File: src/rtl/writeback_regfile_if.sv
// rtl/writeback_regfile_if.sv - commit/read bundle between the memory stage, decode and the write-back register file
//
// master (upstream stage / bench): drives valid, icode, cnd, rA, rB, valE, valM, mem_error
//                                  and observes valA, valB, stat, halted, retired
// slave  (writeback_regfile):      the mirror image
interface writeback_regfile_if;
    logic        valid;
    logic [3:0]  icode;
    logic        cnd;
    logic [3:0]  rA;
    logic [3:0]  rB;
    logic [63:0] valE;
    logic [63:0] valM;
    logic        mem_error;
    logic [63:0] valA;
    logic [63:0] valB;
    logic [2:0]  stat;
    logic        halted;
    logic [63:0] retired;

    modport master (
        output valid, icode, cnd, rA, rB, valE, valM, mem_error,
        input  valA, valB, stat, halted, retired
    );

    modport slave (
        input  valid, icode, cnd, rA, rB, valE, valM, mem_error,
        output valA, valB, stat, halted, retired
    );
endinterface

File: src/rtl/writeback_regfile.sv
// rtl/writeback_regfile.sv - Y86-64 write-back stage, register file, status latch and retired counter
//
// clk : rising-edge clock
// rst : synchronous active-high reset
// bus : writeback_regfile_if.slave
//       in : valid, icode, cnd, rA, rB, valE, valM, mem_error
//       out: valA, valB (combinational decode reads), stat, halted, retired
module writeback_regfile #(
    parameter logic [63:0] RSP_INIT = 64'd4095
) (
    input  logic                 clk,
    input  logic                 rst,
    writeback_regfile_if.slave   bus
);
    localparam logic [3:0] RNONE = 4'hF;
    localparam logic [3:0] RRSP  = 4'h4;

    localparam logic [2:0] STAT_AOK = 3'd1;
    localparam logic [2:0] STAT_HLT = 3'd2;
    localparam logic [2:0] STAT_ADR = 3'd3;
    localparam logic [2:0] STAT_INS = 3'd4;

    // Entry 15 exists only so a source of F indexes a slot that is held at
    // zero forever; it is never selected as a destination.
    logic [63:0] regs [0:15];
    logic [2:0]  stat_q;
    logic [63:0] retired_q;

    logic [3:0] dst_e;
    logic [3:0] dst_m;
    logic [3:0] src_a;
    logic [3:0] src_b;

    always_comb begin
        dst_e = RNONE;
        case (bus.icode)
            4'h2:                      dst_e = bus.cnd ? bus.rB : RNONE;
            4'h3, 4'h6:                dst_e = bus.rB;
            4'h8, 4'h9, 4'hA, 4'hB:    dst_e = RRSP;
            default:                   dst_e = RNONE;
        endcase
    end

    always_comb begin
        dst_m = RNONE;
        if (bus.icode == 4'h5 || bus.icode == 4'hB)
            dst_m = bus.rA;
    end

    always_comb begin
        src_a = RNONE;
        case (bus.icode)
            4'h2, 4'h4, 4'h6, 4'hA:    src_a = bus.rA;
            4'h9, 4'hB:                src_a = RRSP;
            default:                   src_a = RNONE;
        endcase
    end

    always_comb begin
        src_b = RNONE;
        case (bus.icode)
            4'h4, 4'h5, 4'h6:          src_b = bus.rB;
            4'h8, 4'h9, 4'hA, 4'hB:    src_b = RRSP;
            default:                   src_b = RNONE;
        endcase
    end

    // No bypass: decode sees the register state as of the last edge.
    assign bus.valA    = regs[src_a];
    assign bus.valB    = regs[src_b];
    assign bus.stat    = stat_q;
    assign bus.halted  = (stat_q != STAT_AOK);
    assign bus.retired = retired_q;

    // Exception priority: bad opcode, then bad address, then halt.
    logic live;
    logic is_ins;
    logic is_adr;
    logic is_hlt;
    logic commit;

    assign live   = bus.valid && (stat_q == STAT_AOK);
    assign is_ins = (bus.icode > 4'hB);
    assign is_adr = !is_ins && bus.mem_error;
    assign is_hlt = !is_ins && !is_adr && (bus.icode == 4'h0);
    // HLT counts as a commit; its destinations decode to F so it writes nothing.
    assign commit = live && !is_ins && !is_adr;

    always_ff @(posedge clk) begin
        if (rst) begin
            for (int i = 0; i < 16; i++)
                regs[i] <= (4'(i) == RRSP) ? RSP_INIT : 64'd0;
            stat_q    <= STAT_AOK;
            retired_q <= 64'd0;
        end else begin
            if (commit) begin
                // valM takes priority so popq %rsp leaves the popped value.
                for (int i = 0; i < 15; i++) begin
                    if (dst_m == 4'(i))
                        regs[i] <= bus.valM;
                    else if (dst_e == 4'(i))
                        regs[i] <= bus.valE;
                end
                retired_q <= retired_q + 64'd1;
            end
            if (live) begin
                if (is_ins)
                    stat_q <= STAT_INS;
                else if (is_adr)
                    stat_q <= STAT_ADR;
                else if (is_hlt)
                    stat_q <= STAT_HLT;
            end
        end
    end
endmodule
File: src/flat_wrapper.sv
// flat-port wrapper written by rule: the top's interface ports become plain ports
module writeback_regfile_flat 
#(
    parameter logic [63:0] RSP_INIT = 64'd4095
)
  (clk, rst, bus_valid, bus_icode, bus_cnd, bus_rA, bus_rB, bus_valE, bus_valM, bus_mem_error, bus_valA, bus_valB, bus_stat, bus_halted, bus_retired);
  writeback_regfile_if bus_i ();
  input  logic clk;
  input  logic rst;
  input wire logic [$bits(bus_i.valid)-1:0] bus_valid;
  input wire logic [$bits(bus_i.icode)-1:0] bus_icode;
  input wire logic [$bits(bus_i.cnd)-1:0] bus_cnd;
  input wire logic [$bits(bus_i.rA)-1:0] bus_rA;
  input wire logic [$bits(bus_i.rB)-1:0] bus_rB;
  input wire logic [$bits(bus_i.valE)-1:0] bus_valE;
  input wire logic [$bits(bus_i.valM)-1:0] bus_valM;
  input wire logic [$bits(bus_i.mem_error)-1:0] bus_mem_error;
  output wire logic [$bits(bus_i.valA)-1:0] bus_valA;
  output wire logic [$bits(bus_i.valB)-1:0] bus_valB;
  output wire logic [$bits(bus_i.stat)-1:0] bus_stat;
  output wire logic [$bits(bus_i.halted)-1:0] bus_halted;
  output wire logic [$bits(bus_i.retired)-1:0] bus_retired;
  assign bus_i.valid = bus_valid;
  assign bus_i.icode = bus_icode;
  assign bus_i.cnd = bus_cnd;
  assign bus_i.rA = bus_rA;
  assign bus_i.rB = bus_rB;
  assign bus_i.valE = bus_valE;
  assign bus_i.valM = bus_valM;
  assign bus_i.mem_error = bus_mem_error;
  assign bus_valA = bus_i.valA;
  assign bus_valB = bus_i.valB;
  assign bus_stat = bus_i.stat;
  assign bus_halted = bus_i.halted;
  assign bus_retired = bus_i.retired;
  writeback_regfile #(.RSP_INIT(RSP_INIT)) u_core (.clk(clk), .rst(rst), .bus(bus_i));
endmodule
File: config.mk
export PLATFORM = sky130hd
export DESIGN_NAME = writeback_regfile_flat
export DESIGN_NICKNAME = d
export VERILOG_FILES = /design/src/rtl/writeback_regfile_if.sv /design/src/rtl/writeback_regfile.sv /design/src/flat_wrapper.sv
export SDC_FILE = /design/constraint.sdc
export NUM_CORES = 2
export LEC_CHECK = 0
export BUFFER_PORTS_ARGS = -buffer_cell sky130_fd_sc_hd__buf_2
export CAP_MARGIN = 20
export CORE_MARGIN = 5
export CORE_UTILIZATION = 45
export DETAILED_ROUTE_END_ITERATION = 7
export PLACE_DENSITY = 0.73
export SYNTH_ARGS = -nofsm -noshare
export SYNTH_HDL_FRONTEND = slang
export SYNTH_SLANG_ARGS = --single-unit
File: constraint.sdc
create_clock -name clk -period 4.3 [get_ports clk]
set_input_delay 0 -clock clk [delete_from_list [all_inputs] [get_ports clk]]
set_output_delay 0 -clock clk [all_outputs]
set_load 0.02 [all_outputs]
=== Word level (Yosys, flattened, before mapping) ===
Memory sizes are Yosys's and may differ from the RTL's.
Cells that the tools add are included.

* $add $sub $neg: 1
* Magnitude comparators: 1
* Equality and inequality tests: 39
* Multiplexer cells: 175
* Bitwise gates (word level): 30
* Reductions and logical operators: 19

{| class="wikitable"
|+ Operators by type and width
! cell !! number
|-
| $mux 64 || 30
|-
| $mux 1 || 137
|-
| $eq 4x4->1 const B || 18
|-
| $add 64x1->64 const B || 1
|-
| $eq 4x3->1 const B || 11
|-
| $or 1x1->1 || 30
|-
| $eq 4x2->1 const B || 6
|-
| $pmux 4 s2 || 2
|-
| $logic_not 4->1 || 3
|-
| $pmux 4 s3 || 1
|-
| $mux 3 || 3
|-
| $eq 4x1->1 const B || 2
|-
| $mux 4 || 2
|-
| $reduce_or 4->1 || 2
|-
| $logic_and 1x1->1 || 6
|-
| $gt 4x4->1 const B || 1
|-
| $reduce_or 2->1 || 2
|-
| $eq 3x1->1 const B || 1
|-
| $ne 3x1->1 const B || 1
|-
| $reduce_bool 3->1 || 1
|-
| $reduce_or 3->1 || 1
|-
| $logic_not 1->1 || 2
|-
| $reduce_and 2->1 || 1
|-
| $logic_or 1x1->1 || 1
|}

* Register bits: 67
* Bits in writable memories: 1024
* Bits of input ports: 145
* Output and inout bits: 196
* Word-level logic and storage cells: 268
* Memories kept: 1

{| class="wikitable"
|+ Memories
! memory !! depth !! width !! read ports !! clocked after Yosys merged registers in !! wr ports !! RTL line !! text
|-
| u_core.regs || 16 || 64 || 2 || 0 || 16 || writeback_regfile.sv:25 || <nowiki>logic [63:0] regs [0:15];</nowiki>
|}

=== Depth between registers and ports, before layout ===
* Depth after elaboration: 10
* Depth in mapped cells: 10
* Gate-level depth less buffers: 6

=== Worst setup path after synthesis ===
Ideal clock, no wire load.

* Kind: register to register
* From: register u_core.stat_q[1], in the netlist u_core.bus.stat[1]
* To: memory u_core.regs[4][0], enable pin
* Setup time: 0.433 ns
* Data arrival time: 3.503 ns
* Data required time: 3.867 ns
* Path slack: 0.364 ns
* Cell stages (with the launch flop): 7
* Path buffers: 1
* Clock period less this slack: 3.936 ns
* Cells stage by stage: dfxtp_1 -> nand4bb_1 -> nor3_2 -> nand4_1 -> or3_1 -> buf_2 -> nand3_1

{| class="wikitable"
|+ RTL lines
! element !! RTL line !! text
|-
| from (decl) || writeback_regfile.sv:26 || <nowiki>logic [2:0] stat_q;</nowiki>
|-
| from (signal assigned) || writeback_regfile.sv:93 || <nowiki>stat_q <= STAT_AOK;</nowiki>
|-
| from (signal assigned) || writeback_regfile.sv:108 || <nowiki>stat_q <= STAT_INS;</nowiki>
|-
| from (signal assigned) || writeback_regfile.sv:110 || <nowiki>stat_q <= STAT_ADR;</nowiki>
|-
| to (decl) || writeback_regfile.sv:25 ||
|}

==> qor.tcl <==
set qor(critical_path.reg2reg.startpoint) {u_core.bus.stat[2]$_SDFFE_PP0P_}
set qor(grt_first_pass_wirelength_mm) 352.0
set qor(numClockSinks) 1027
set qor(worstRegToRegCells) 7
set qor(reg2reg_to) {u_core.regs[10][23]$_SDFFCE_PP0P_}
set qor(register_area_um2) 30170
set qor(worstPathRequired_ns) 4.80
set qor(worst_setup_sp_type) {register}
set qor(routed-via-count) 54309
set qor(path_depth) 7
set qor(cts_tree) {done}
set qor(synth.yosys.warnings) 0
set qor(placed_cells_incl_taps) 6564
set qor(path_class) {register to register}
set qor(synth-edff-count) 960
set qor(worst_setup_path_end_kind) {register}
set qor(category_of_cells_accounting_for_the_largest_share_of_critical_path_delay) {buffers and inverters}
set qor(die_h_um) 367.3
set qor(cp_data_arrival_time_ns) 4.66
set qor(synth_top_cells_by_count) {edfxtp_1, a22o_1, nand2_1, clkbuf_1, a21oi_1}
set qor(maxClockFrequency_mhz) 240.8
set qor(grt-ovfl-total) 0
set qor(post_synthesis_sequential_element_count) 1027
set qor(post-route-min-period_ns) 4.153
set qor(postRouteWirelength_mm) 247.2
set qor(cts_buffer_depth) 3
set qor(netlist_instances) 5078
set qor(netlist-cell-type-count) 77
set qor(count_leader_synth) {edfxtp_1}
set qor(floorplan.core_area_um2) 127200
set qor(fp.dieArea_um2) 134900
set qor(violations_in_the_final_reports) {DRC}
set qor(fin_tns_setup_ns) 0
set qor(final-hold-violation-count) 0
set qor(tightestPinTransition_ns) 1.350
set qor(crit_path_max_incr_delay_ns) 1.09
set qor(via_density_per_instance) 7.775
set qor(slew-limit-headroom) 0.1003
set qor(worst_min_delay_path_class) {input port to register}
set qor(report.final.slew_viol_count) 0
set qor(crit_path_cell_trace) {nor4bb_2 -> buf_4 -> nand2_1 -> nor4_2 -> buf_4 -> o21ai_1 -> dlygate4sd3_1}
set qor(dieWidth_um) 367.3
set qor(timing.critical_path.slowest_stage_cell) {buf_4}
set qor(cts_inserted_buffers) 108
set qor(fraction_of_synthesis_flops_using_an_asynchronous_set_or_reset_pin) 0
set qor(worst_path_most_repeated_cell) {buf_4}
set qor(starting_utilization_of_the_core_area) 0.4516
set qor(count_of_antenna_violating_nets_left_after_detailed_routing) 0
set qor(clock-root-buffer) {clkbuf_16}
set qor(largest_net_degree_at_the_start_of_global_routing) 129
set qor(power_density_nw_per_um2) 374.7
set qor(post-route-drc-count) 34
set qor(p_total_uw) 24800
set qor(wl_per_cell_um) 35.39
set qor(area_used_by_multi_input_combinational_logic_um2) 24850
set qor(final_setup_violation_count) 0
set qor(nFillCells) 10721
set qor(number_of_global_route_vias_before_repair) 52581
set qor(final.setup_skew_ns) 0.02589
set qor(layout.cells.non_filler) 6985
set qor(cellLeakagePower_uw) 0.02280
set qor(drive_above_1_share) 0.1427
set qor(groute.usage.overall) 0.3474
set qor(syn-mean-instance-area_um2) 11.31
set qor(grt_antenna_before_repair) 32
set qor(post_cts_resize_count) 0
set qor(rows) 131
set qor(syn-num-nets) 5224
set qor(timing.final.crit_share) 0.9659
set qor(drv_cap) 0
set qor(setup_ws_ns) 0.1468
set qor(crit_start) {u_core.bus.stat[2]$_SDFFE_PP0P_}
set qor(drt_pass1_iterations) 8
set qor(cp_max_fo) 64
set qor(ioPinCount) 341
set qor(place.detailed.hpwl_mm) 138.9
set qor(outcome) {finished with violations}
set qor(synth.cell_area_um2) 57440
set qor(ctsHtreeMaxLevel) 3
set qor(buffer_ports.inserted) 340
set qor(crit_path_end) {u_core.regs[10][23]$_SDFFCE_PP0P_}
set qor(drt_iter0_drc) 10006
set qor(gpl.final_weighted_congestion) 0.9385
set qor(cts_post_setup_buffers_inserted) 0
set qor(clk-insertion-delay-late_ns) 0.75
set qor(final_net_count) 5357
set qor(clk_pin_slew_ns) 0.06
set qor(synth_top_area_share) 0.5019
set qor(ys_seq_area_frac) 0.5252
set qor(worstPathBufferInverterCount) 3
set qor(ff2ff_setup_slack_ns) 0.15
set qor(synth_top_cell_by_area) {edfxtp_1}
set qor(rsz0062_at_grt) {false}
set qor(cts_hold_buf) 197
set qor(synth_top_cells_by_area) {edfxtp_1, a22o_1, nand2_1}
set qor(pre_cts_slack_ns) 0.5032
set qor(layout_area_growth_over_synthesis_pct) 15.21
set qor(synthFlopType) {edfxtp_1}
set qor(vdd_ir_drop_max_mv) 0.3439
==> where the power goes <==
group / internal [uW] / switching (uW)
Combinational: 1100 / 2570
Sequential: 11400 / 244
Clock: 5340 / 4170
==> worst min-delay path by stage <==
stage | start | to | cells past startpoint
floorplan | bus_mem_error | u_core.bus.stat[0]$_SDFFE_PP1P_ | 1
global placement | bus_mem_error | u_core.bus.stat[0]$_SDFFE_PP1P_ | 2
detailed placement | bus_mem_error | u_core.bus.stat[0]$_SDFFE_PP1P_ | 2
CTS | rst | u_core.regs[9][3]$_DFFE_PP_ | 2
global route | rst | u_core.regs[9][58]$_DFFE_PP_ | 2
finish | rst | u_core.bus.stat[2]$_SDFFE_PP0P_ | 3
==> per-stage QoR <==
step / util / hold WS [ns] / cell area, um2
after global placement: 0.4767 / 0.2823 / 60640
after CTS: 0.5197 / 0.06239 / 66100
after floorplan: - / 0.1528 / 57440
after global routing: 0.5200 / 0.1174 / 66140
after detailed placement: 0.4767 / 0.2714 / 60640
final: 0.5203 / 0.1048 / 66180
==> layout make-up <==
cell class                 instances  area share
sequential                      1027      0.4559
multi-input combinational       3354      0.3755
timing repair buffer             709     0.08308
clock buffer                     133     0.04354
tap                             1662     0.03142
clock inverter                    70    0.009132
antenna                           19   0.0007185
inverter                          11   0.0006996
==> registers in the layout (all words and copies together), names as in the netlist <==
register            cells
u_core.bus.stat         3
u_core.regs           960
u_core.bus.retired     64
==> cells in the final DEF (no fill, tap or decap), types with 23 or more instances in the layout <==
master / instances
edfxtp_1: 960
a22o_1: 629
nand2_1: 543
buf_2: 340
a21oi_1: 222
mux2i_1: 198
dlygate4sd3_1: 197
o2bb2ai_1: 192
o22ai_1: 185
o22a_1: 138
buf_4: 130
a221oi_1: 128
a221o_1: 128
a32oi_1: 124
clkbuf_16: 112
o21ai_0: 89
dfxtp_1: 67
o32ai_1: 65
a211oi_1: 63
o211a_1: 62
o221ai_1: 61
a22oi_1: 61
o21ai_1: 61
nor2_1: 48
buf_12: 41
nand4_1: 39
nand3_1: 29
clkinv_1: 29
clkinv_2: 25
or3_1: 23
==> worst register-to-register path: cells and delay by family, from the launching register on <==
family / cells / cell delay, ns
AOI/OAI and AO/OA: 1 / 0.22
buffers and inverters: 3 / 1.99
DFF: 1 / 0.35
and+or+nand+nor: 3 / 1.35
==> cell families after synthesis <==
logic type	after synthesis	share of synthesized area
compound gates	2284	0.3173
buf+inv	697	0.05134
simple gates	843	0.06679
xor+xnor	20	0.003050
fa+ha+maj	1	0.0002178
mux	206	0.03607
flops	1027	0.5252
==> layer usage <==
layer,track usage,wire length [um]
met1,0.4198,80170
met2,0.5231,107100
met3,0.1352,42520
met4,0.2149,17220
met5,0.002137,153
No activity file was read; power rests on OpenSTA's default activity.
